[config.mk]
export PLATFORM = sky130hd
export DESIGN_NAME = change_logger
export DESIGN_NICKNAME = d
export VERILOG_FILES = /design/src/rtl/trace_pkg.sv /design/src/rtl/trace_fifo.sv /design/src/rtl/change_logger.sv
export SDC_FILE = /design/constraint.sdc
export NUM_CORES = 1
export LEC_CHECK = 0
export CORE_MARGIN = 2
export CORE_UTILIZATION = 40
export CTS_CLUSTER_SIZE = 16
export DETAILED_ROUTE_END_ITERATION = 6
export PLACE_DENSITY = 0.53
export SLEW_MARGIN = 20
export SYNTH_ARGS = -nofsm -noshare
export SYNTH_HDL_FRONTEND = slang
export SYNTH_HIERARCHICAL = 1
export SYNTH_SLANG_ARGS = --single-unit
[constraint.sdc]
create_clock -name clk -period 4.7 [get_ports clk]
set_input_delay 0.47 -clock clk [delete_from_list [all_inputs] [get_ports clk]]
set_output_delay 0.47 -clock clk [all_outputs]
set_load 0.05 [all_outputs]
[src/rtl/trace_pkg.sv]
// rtl/trace_pkg.sv - shared defaults, FSM state and trace entry type for the change logger
package trace_pkg;

  localparam int DEF_DATA_W = 8;
  localparam int DEF_TS_W   = 16;
  localparam int DEF_DEPTH  = 16;

  typedef enum logic [1:0] {
    IDLE  = 2'd0,
    PRIME = 2'd1,
    RUN   = 2'd2
  } state_t;

  typedef struct packed {
    logic [DEF_TS_W-1:0]   ts;
    logic [DEF_DATA_W-1:0] data;
  } entry_t;

endpackage

[src/rtl/trace_fifo.sv]
// rtl/trace_fifo.sv - synchronous FIFO with a registered head entry and occupancy level
module trace_fifo
  import trace_pkg::*;
#(
  parameter int WIDTH = DEF_TS_W + DEF_DATA_W,
  parameter int DEPTH = DEF_DEPTH
) (
  input  logic                     clk,
  input  logic                     reset_n,
  input  logic                     push,
  input  logic [WIDTH-1:0]         wdata,
  input  logic                     pop,
  output logic [WIDTH-1:0]         rdata,
  output logic                     empty,
  output logic                     full,
  output logic [$clog2(DEPTH):0]   level
);

  localparam int PTR_W = $clog2(DEPTH);
  localparam int LVL_W = PTR_W + 1;
  localparam logic [PTR_W-1:0] PTR_ONE  = PTR_W'(1);
  localparam logic [LVL_W-1:0] LVL_ONE  = LVL_W'(1);
  localparam logic [LVL_W-1:0] LVL_FULL = LVL_W'(DEPTH);

  logic [WIDTH-1:0] mem [DEPTH];
  logic [PTR_W-1:0] wr_ptr;
  logic [PTR_W-1:0] rd_ptr;
  logic [LVL_W-1:0] count;
  logic [WIDTH-1:0] head;
  logic             pop_ok;
  logic             push_ok;

  assign empty   = (count == '0);
  assign full    = (count == LVL_FULL);
  assign pop_ok  = pop && !empty;
  // A pop frees the slot the same cycle, so a full FIFO still accepts.
  assign push_ok = push && (!full || pop_ok);
  assign rdata   = head;
  assign level   = count;

  always_ff @(posedge clk) begin
    if (push_ok) begin
      mem[wr_ptr] <= wdata;
    end
  end

  always_ff @(posedge clk or negedge reset_n) begin
    if (!reset_n) begin
      wr_ptr <= '0;
      rd_ptr <= '0;
      count  <= '0;
      head   <= '0;
    end else begin
      if (push_ok) begin
        wr_ptr <= wr_ptr + PTR_ONE;
      end
      if (pop_ok) begin
        rd_ptr <= rd_ptr + PTR_ONE;
      end
      case ({push_ok, pop_ok})
        2'b10:   count <= count + LVL_ONE;
        2'b01:   count <= count - LVL_ONE;
        default: count <= count;
      endcase
      // Head bypasses memory when the incoming entry becomes the new head.
      if (pop_ok) begin
        if (count > LVL_ONE) begin
          head <= mem[rd_ptr + PTR_ONE];
        end else if (push_ok) begin
          head <= wdata;
        end
      end else if (push_ok && empty) begin
        head <= wdata;
      end
    end
  end

endmodule

[src/rtl/change_logger.sv]
// rtl/change_logger.sv - timestamps changes of a monitored value into a trace FIFO
module change_logger
  import trace_pkg::*;
#(
  parameter int DATA_W = DEF_DATA_W,
  parameter int TS_W   = DEF_TS_W,
  parameter int DEPTH  = DEF_DEPTH
) (
  input  logic                   clk,
  input  logic                   reset_n,
  input  logic                   enable,
  input  logic [DATA_W-1:0]      sample_in,
  input  logic                   clear_ovf,
  output logic                   out_valid,
  input  logic                   out_ready,
  output logic [TS_W-1:0]        out_ts,
  output logic [DATA_W-1:0]      out_data,
  output logic                   overflow,
  output logic [7:0]             drop_count,
  output logic [$clog2(DEPTH):0] level
);

  localparam int ENT_W = TS_W + DATA_W;
  localparam logic [TS_W-1:0] TS_ONE = TS_W'(1);

  state_t            state;
  state_t            state_nxt;
  logic [TS_W-1:0]   ts;
  logic [DATA_W-1:0] last_sample;
  logic              push;
  logic              drop;
  logic              fifo_empty;
  logic              fifo_full;
  logic [ENT_W-1:0]  fifo_rdata;

  always_ff @(posedge clk or negedge reset_n) begin
    if (!reset_n) begin
      state       <= IDLE;
      ts          <= '0;
      last_sample <= '0;
    end else begin
      state <= state_nxt;
      ts    <= ts + TS_ONE;
      if (state != IDLE) begin
        last_sample <= sample_in;
      end
    end
  end

  always_comb begin
    state_nxt = state;
    push      = 1'b0;
    case (state)
      IDLE: begin
        if (enable) state_nxt = PRIME;
      end
      PRIME: begin
        push      = 1'b1;
        state_nxt = RUN;
      end
      RUN: begin
        push = (sample_in != last_sample);
      end
      default: state_nxt = IDLE;
    endcase
    if (!enable) state_nxt = IDLE;
  end

  // Dropped entries count only when no pop makes room in the same cycle.
  assign drop = push && fifo_full && !(out_valid && out_ready);

  always_ff @(posedge clk or negedge reset_n) begin
    if (!reset_n) begin
      overflow   <= 1'b0;
      drop_count <= '0;
    end else if (drop) begin
      overflow   <= 1'b1;
      if (clear_ovf) begin
        drop_count <= 8'd1;
      end else if (drop_count != 8'hFF) begin
        drop_count <= drop_count + 8'd1;
      end
    end else if (clear_ovf) begin
      overflow   <= 1'b0;
      drop_count <= '0;
    end
  end

  trace_fifo #(
    .WIDTH (ENT_W),
    .DEPTH (DEPTH)
  ) u_fifo (
    .clk     (clk),
    .reset_n (reset_n),
    .push    (push),
    .wdata   ({ts, sample_in}),
    .pop     (out_ready),
    .rdata   (fifo_rdata),
    .empty   (fifo_empty),
    .full    (fifo_full),
    .level   (level)
  );

  assign out_valid         = !fifo_empty;
  assign {out_ts, out_data} = fifo_rdata;

endmodule

# Word-level counts from Yosys, hierarchy flattened
# Memories as Yosys holds them, arrays and structs flattened.
# Index checks and enable logic that the tools add are counted.
[word_totals]
regBits = 72
ram_bits = 384
input_bits = 13
output_inout_bits = 39
wordCells = 60
n_memories = 1
[op_classes]
addsub = 6
magnitude_cmp = 1
eq_ne = 9
mux = 16
reduce_logical = 18
[memory_table]
columns = ["memory", "words", "word_bits", "rd", "rd_clocked_by_memory_dff", "write_ports", "line_no", "rtl"]
rows = [
  ["u_fifo.mem", 16, 24, 1, 0, 1, "trace_fifo.sv:25", "logic [WIDTH-1:0] mem [DEPTH];"],
]
[op_table]
columns = ["op", "count"]
rows = [
  ["two-way mux 24 bit", 4],
  ["two-way mux 8 bit", 4],
  ["adder 16 x 1 -> 16 bit, second input constant", 1],
  ["one-hot mux 5 bit (2 select lines)", 1],
  ["nonzero test 2 bit", 5],
  ["adder 4 x 1 -> 4 bit, second input constant", 2],
  ["adder 8 x 1 -> 8 bit, second input constant", 1],
  ["inequality test 8 bit", 1],
  ["inequality test 8 bit, second input constant", 1],
  ["one-hot mux 2 bit (3 select lines)", 1],
  ["adder 5 x 1 -> 5 bit, second input constant", 1],
  ["== test 5 bit, second input constant", 1],
  ["greater-than comparator 5 x 1 -> 1 bit, second input constant", 1],
  ["logical AND 1 bit", 5],
  ["zero test 5 bit", 1],
  ["subtractor 5 x 1 -> 5 bit, second input constant", 1],
  ["== test 2 x 1 -> 1 bit, second input constant", 2],
  ["== test 2 bit, second input constant", 2],
  ["two-way mux 1 bit", 4],
  ["AND reduction 2 bit", 2],
  ["zero test 1 bit", 3],
  ["inequality test 3 bit, second input constant", 1],
  ["zero test 2 bit", 1],
  ["two-way mux 2 bit", 1],
  ["3 further kinds", 3],
]

# Logic depth before layout (Yosys ltp)
[logic_depth]
depth_word = 8
depth_mapped = 11
depth_no_buf = 9

# Cells and area by module
# The synthesis kept the hierarchy.
[by_module_without_submodules]
columns = ["module", "instances", "cells_each", "area_per_inst_um2"]
rows = [
  ["trace_fifo", 1, 822, 16853.7],
  ["change_logger", 1, 145, 1684.1],
]

# Worst setup path before layout
# Ideal clock, no wire load.
[synth_path]
kind = "reg-to-reg"
startpoint = "reg u_fifo.count[0], in the netlist u_fifo/level[0]"
endpoint = "mem u_fifo/mem[11][0] (netlist bit), enable pin"
arrival_ps = 3633
setup_slack_ps = 627
path_stages_with_launch = 6
period_less_slack_ps = 4073
cell_sequence = "dfrtp_1 > inv_1 > ha_1 > a41oi_1 > nand2_1 > nor3b_1"
[synth_between]
elab_chain_len = 7
[synth_rtl]
columns = ["element", "line_no", "rtl"]
rows = [
  ["from (decl)", "trace_fifo.sv:28", "logic [LVL_W-1:0] count;"],
  ["from (signal assigned)", "trace_fifo.sv:61", "2'b10: count <= count + LVL_ONE;"],
  ["from (signal assigned)", "trace_fifo.sv:62", "2'b01: count <= count - LVL_ONE;"],
  ["from (signal assigned)", "trace_fifo.sv:63", "default: count <= count;"],
  ["zero test 5 bit", "trace_fifo.sv:33", "assign empty = (count == '0);"],
  ["zero test 1 bit", "trace_fifo.sv:35", "assign pop_ok = pop && !empty;"],
  ["logical AND 1 bit", "trace_fifo.sv:35", ""],
  ["logical OR 1 bit (*)", "trace_fifo.sv:37", "assign push_ok = push && (!full || pop_ok);"],
  ["logical AND 1 bit (*)", "trace_fifo.sv:37", ""],
  ["two-way mux 1 bit (*)", "trace_fifo.sv:42", "if (push_ok) begin"],
  ["two-way mux 1 bit (not written as such) (*)", "trace_fifo.sv:43", "mem[wr_ptr] <= wdata;"],
  ["to (decl)", "trace_fifo.sv:25", ""],
]
# Mark *: on every way between the ends. The rest lies on a longest branch, timed or not.

# Worst setup path in the final report
[layout_path]
startpoint = "in sample_in[3]"
endpoint = "mem u_fifo/mem[11][21] (netlist bit), enable pin"
[layout_between]
elab_chain_len = 5
[layout_rtl]
columns = ["element", "line_no", "rtl"]
rows = [
  ["from (decl)", "change_logger.sv:12", "input logic [DATA_W-1:0] sample_in,"],
  ["inequality test 8 bit", "change_logger.sv:62", "push = (sample_in != last_sample);"],
  ["one-hot mux 1 bit (2 select lines)", "change_logger.sv:53", "case (state)"],
  ["net push", "change_logger.sv:30", "logic push;"],
  ["logical AND 1 bit", "trace_fifo.sv:37", ""],
  ["two-way mux 1 bit", "trace_fifo.sv:42", ""],
  ["two-way mux 1 bit (not written as such)", "trace_fifo.sv:43", ""],
]
# The timed path passes the listed nets, and every way through them passes these cells.

==> impl_metrics.py <==
metrics = {
    "status": {
        "status": "completed",
    },
    "pwr": {
        "powerDensity_mw_per_mm2": 615,
        "total_power_uw": 13300,
        "p_leak_uw": 0.00714,
        "max-vdd-ir-drop_uv": 464,
    },
    "route": {
        "ant_nets": 0,
        "routed_wl_um": 42700,
        "routedWlPerCell_um": 25.0,
        "vias": 9214,
        "drcViolationCount": 0,
        "drtIter0Drc": 546,
        "vias_per_cell": 5.40,
        "drtPass1Iterations": 5,
    },
    "synthesis": {
        "syn_area_mm2": 0.0185,
        "synthCells": 967,
        "syn-num-nets": 995,
        "ys_ff_latch": 456,
        "synth_edf_count": 384,
        "post-synth-top-count-cell": "edfxtp_1",
        "ys_warn_count": 6,
        "yosysTopAreaCell": "edfxtp_1",
        "synth_common_cells": "384 x edfxtp_1, 96 x mux4_2, 72 x dfrtp_1",
        "async_flop_share": 0.158,
        "seq_area_frac_synth": 0.719,
        "syn_avg_cell_area_um2": 19.2,
        "synth_flop_cell": "edfxtp_1",
        "yosysTopAreaCellShare": 0.622,
        "synth_cell_type_count": 61,
        "synthTopCellsByArea": "edfxtp_1 62%, mux4_2 12%, dfrtp_1 9.7%, nor2b_1 1.9%, a2111oi_2 1.7%",
    },
    "timing": {
        "fin_skew_ns": 0.0249,
        "period_share": 0.708,
        "slew_viol_final": 0,
        "fmax_mhz": 300,
        "whs_ns": 0.429,
        "finalWorstPathRequiredPeriod_ns": 3.33,
        "grt_setup_unrepaired": "false",
        "hold_violations": 0,
        "relSlewSlack": 0.378,
        "setup_viol": 0,
        "tightest_slew_ns": 0.932,
        "setup_tns_ns": 0,
    },
    "floorplanning": {
        "die_w_um": 219,
        "rows": 78,
        "io_pins": 52,
        "coreArea_mm2": 0.0456,
        "fp.dieH_um": 219,
        "initial_utilization": 0.407,
        "die-area_mm2": 0.0481,
    },
    "final_layout": {
        "design_area_mm2": 0.0217,
        "num_antenna_cells": 0,
        "fillers": 3788,
        "layout.nets": 1093,
        "postLayoutCoreUtil": 0.476,
        "layout-drive-gt1-share": 0.242,
        "areaGrowthSynthToFinish_pct": 17.0,
    },
    "placement": {
        "place_congestion": 0.742,
        "port_buffers": 51,
        "place_hpwl_um": 25400,
        "place_area_mm2": 0.0200,
    },
    "setup_path": {
        "critPathMaxFanout": 24,
        "required_ns": 4.92,
        "crit_type": "in -> reg",
        "start_kind": "primary input",
        "cp.arrival_ns": 3.55,
        "crit_path_end_kind": "flop",
    },
    "clock_network": {
        "htreeDepth": 2,
        "cts_max_path_buffers": 3,
        "clk_latency_ns": 0.59,
        "ctsResizeCount": 0,
        "path_clk_slew_ns": 0.06,
        "root_buffer": "clkbuf_16",
        "cts-buffers-inserted": 49,
        "cts_tree": "done",
        "cts_sinks": 456,
    },
    "global_routing": {
        "grt_pass1_vias": 9571,
        "gr-total-overflow": 0,
        "antenna_found_initial": 0,
        "groute.usage.overall": 0.184,
        "grt_max_degree": 99,
        "grt_first_pass_wirelength_um": 64100,
    },
    "worst_hold_path": {
        "hold_path.class": "in -> async",
    },
    "run": {
        "max-cap-violations": 0,
    },
}
placed cells by master, fill, tap and decap left out, drive strengths merged, types with 25 or more instances in the layout:
cell type | netlist | routed
edfxtp | 384 | 384
mux4 | 96 | 96
dfrtp | 72 | 72
clkbuf | 26 | 58
nor2b | 55 | 55
clkdlybuf4s50 | 0 | 50
buf | 22 | 44
a21oi | 31 | 31
xnor2 | 29 | 29
mux2i | 27 | 27
a21boi | 25 | 25
final cells by class:
type / instances / area, um^2 / share of cell area
inverters: 13 / 48.8 / 0.00225
flip-flops and latches: 456 / 13300 / 0.615
multi-input cells: 450 / 4980 / 0.230
clock inverters: 34 / 404 / 0.0186
well taps: 600 / 751 / 0.0346
clock buffers: 58 / 1300 / 0.0600
repair buffers: 95 / 866 / 0.0399
repair_timing:
| item | 4_1_cts | 5_1_grt |
|---|---|---|
| buffers inserted | 0 | 0 |
| setup endpoints to repair | 0 | 0 |
| endpoints found under the hold margin | 39 | 0 |
| hold buffers | 1 | 0 |
kinds of logic after synthesis:
logic type | synth area share
flops | 0.719
simple gates | 0.0520
mux | 0.137
compound gates | 0.0503
buf+inv | 0.0159
xor+xnor | 0.0151
fa+ha+maj | 0.0101
flip-flops by register name (all words and copies together) (netlist names), 4 cells and up:
name	count
u_fifo/level	5
u_fifo/rdata	24
drop_count	8
u_fifo/mem	384
u_fifo/wr_ptr	4
last_sample	8
u_fifo/rd_ptr	4
ts	16
power breakdown:
group | switching [uW] | internal, uW
clock network | 1600 | 2430
registers | 230 | 4640
logic | 2530 | 1920
worst max-delay path, cell delays in order:
cell and delay (ns):
clkdlybuf4s50_1 0.86, xnor2_1 0.14, nand4_1 0.12, o21a_1 0.18, o21a_1 0.19, inv_1 0.07
a41oi_1 0.40, buf_4 0.28, nand2_1 0.16, nor3b_2 0.22, buf_4 0.42
worst paths after layout:
kind	start	end	slack, ns	cells after the start
worst min register to register	overflow	overflow	0.51	1
worst max-delay path	sample_in[3]	u_fifo/mem[11][21]	1.37	11
worst max register to register	last_sample[4]	u_fifo/mem[11][21]	1.56	10
min in group clk	enable	state[1]	0.47	2
max in group asynchronous	reset_n	u_fifo/rdata[20]	3.28	3
worst min-delay path	reset_n	last_sample[6]	0.43	2
routing by layer:
layer,GRT usage,share of wire
met2,0.295,0.48
met5,0,0
met3,0.0248,0.042
met1,0.269,0.46
met4,0.0450,0.016
through the flow:
| stage | instances | setup WS, ns |
|---|---|---|
| 2_1_floorplan | 967 | 0.627 |
| 3_3_place_gp | 1613 | 0.908 |
| 3_5_place_dp | 1613 | 0.810 |
| 4_1_cts | 1706 | 1.35 |
| 5_1_grt | 1706 | 1.06 |
| 6_report | 1706 | 1.37 |
Power figures use the tool's default switching activity.
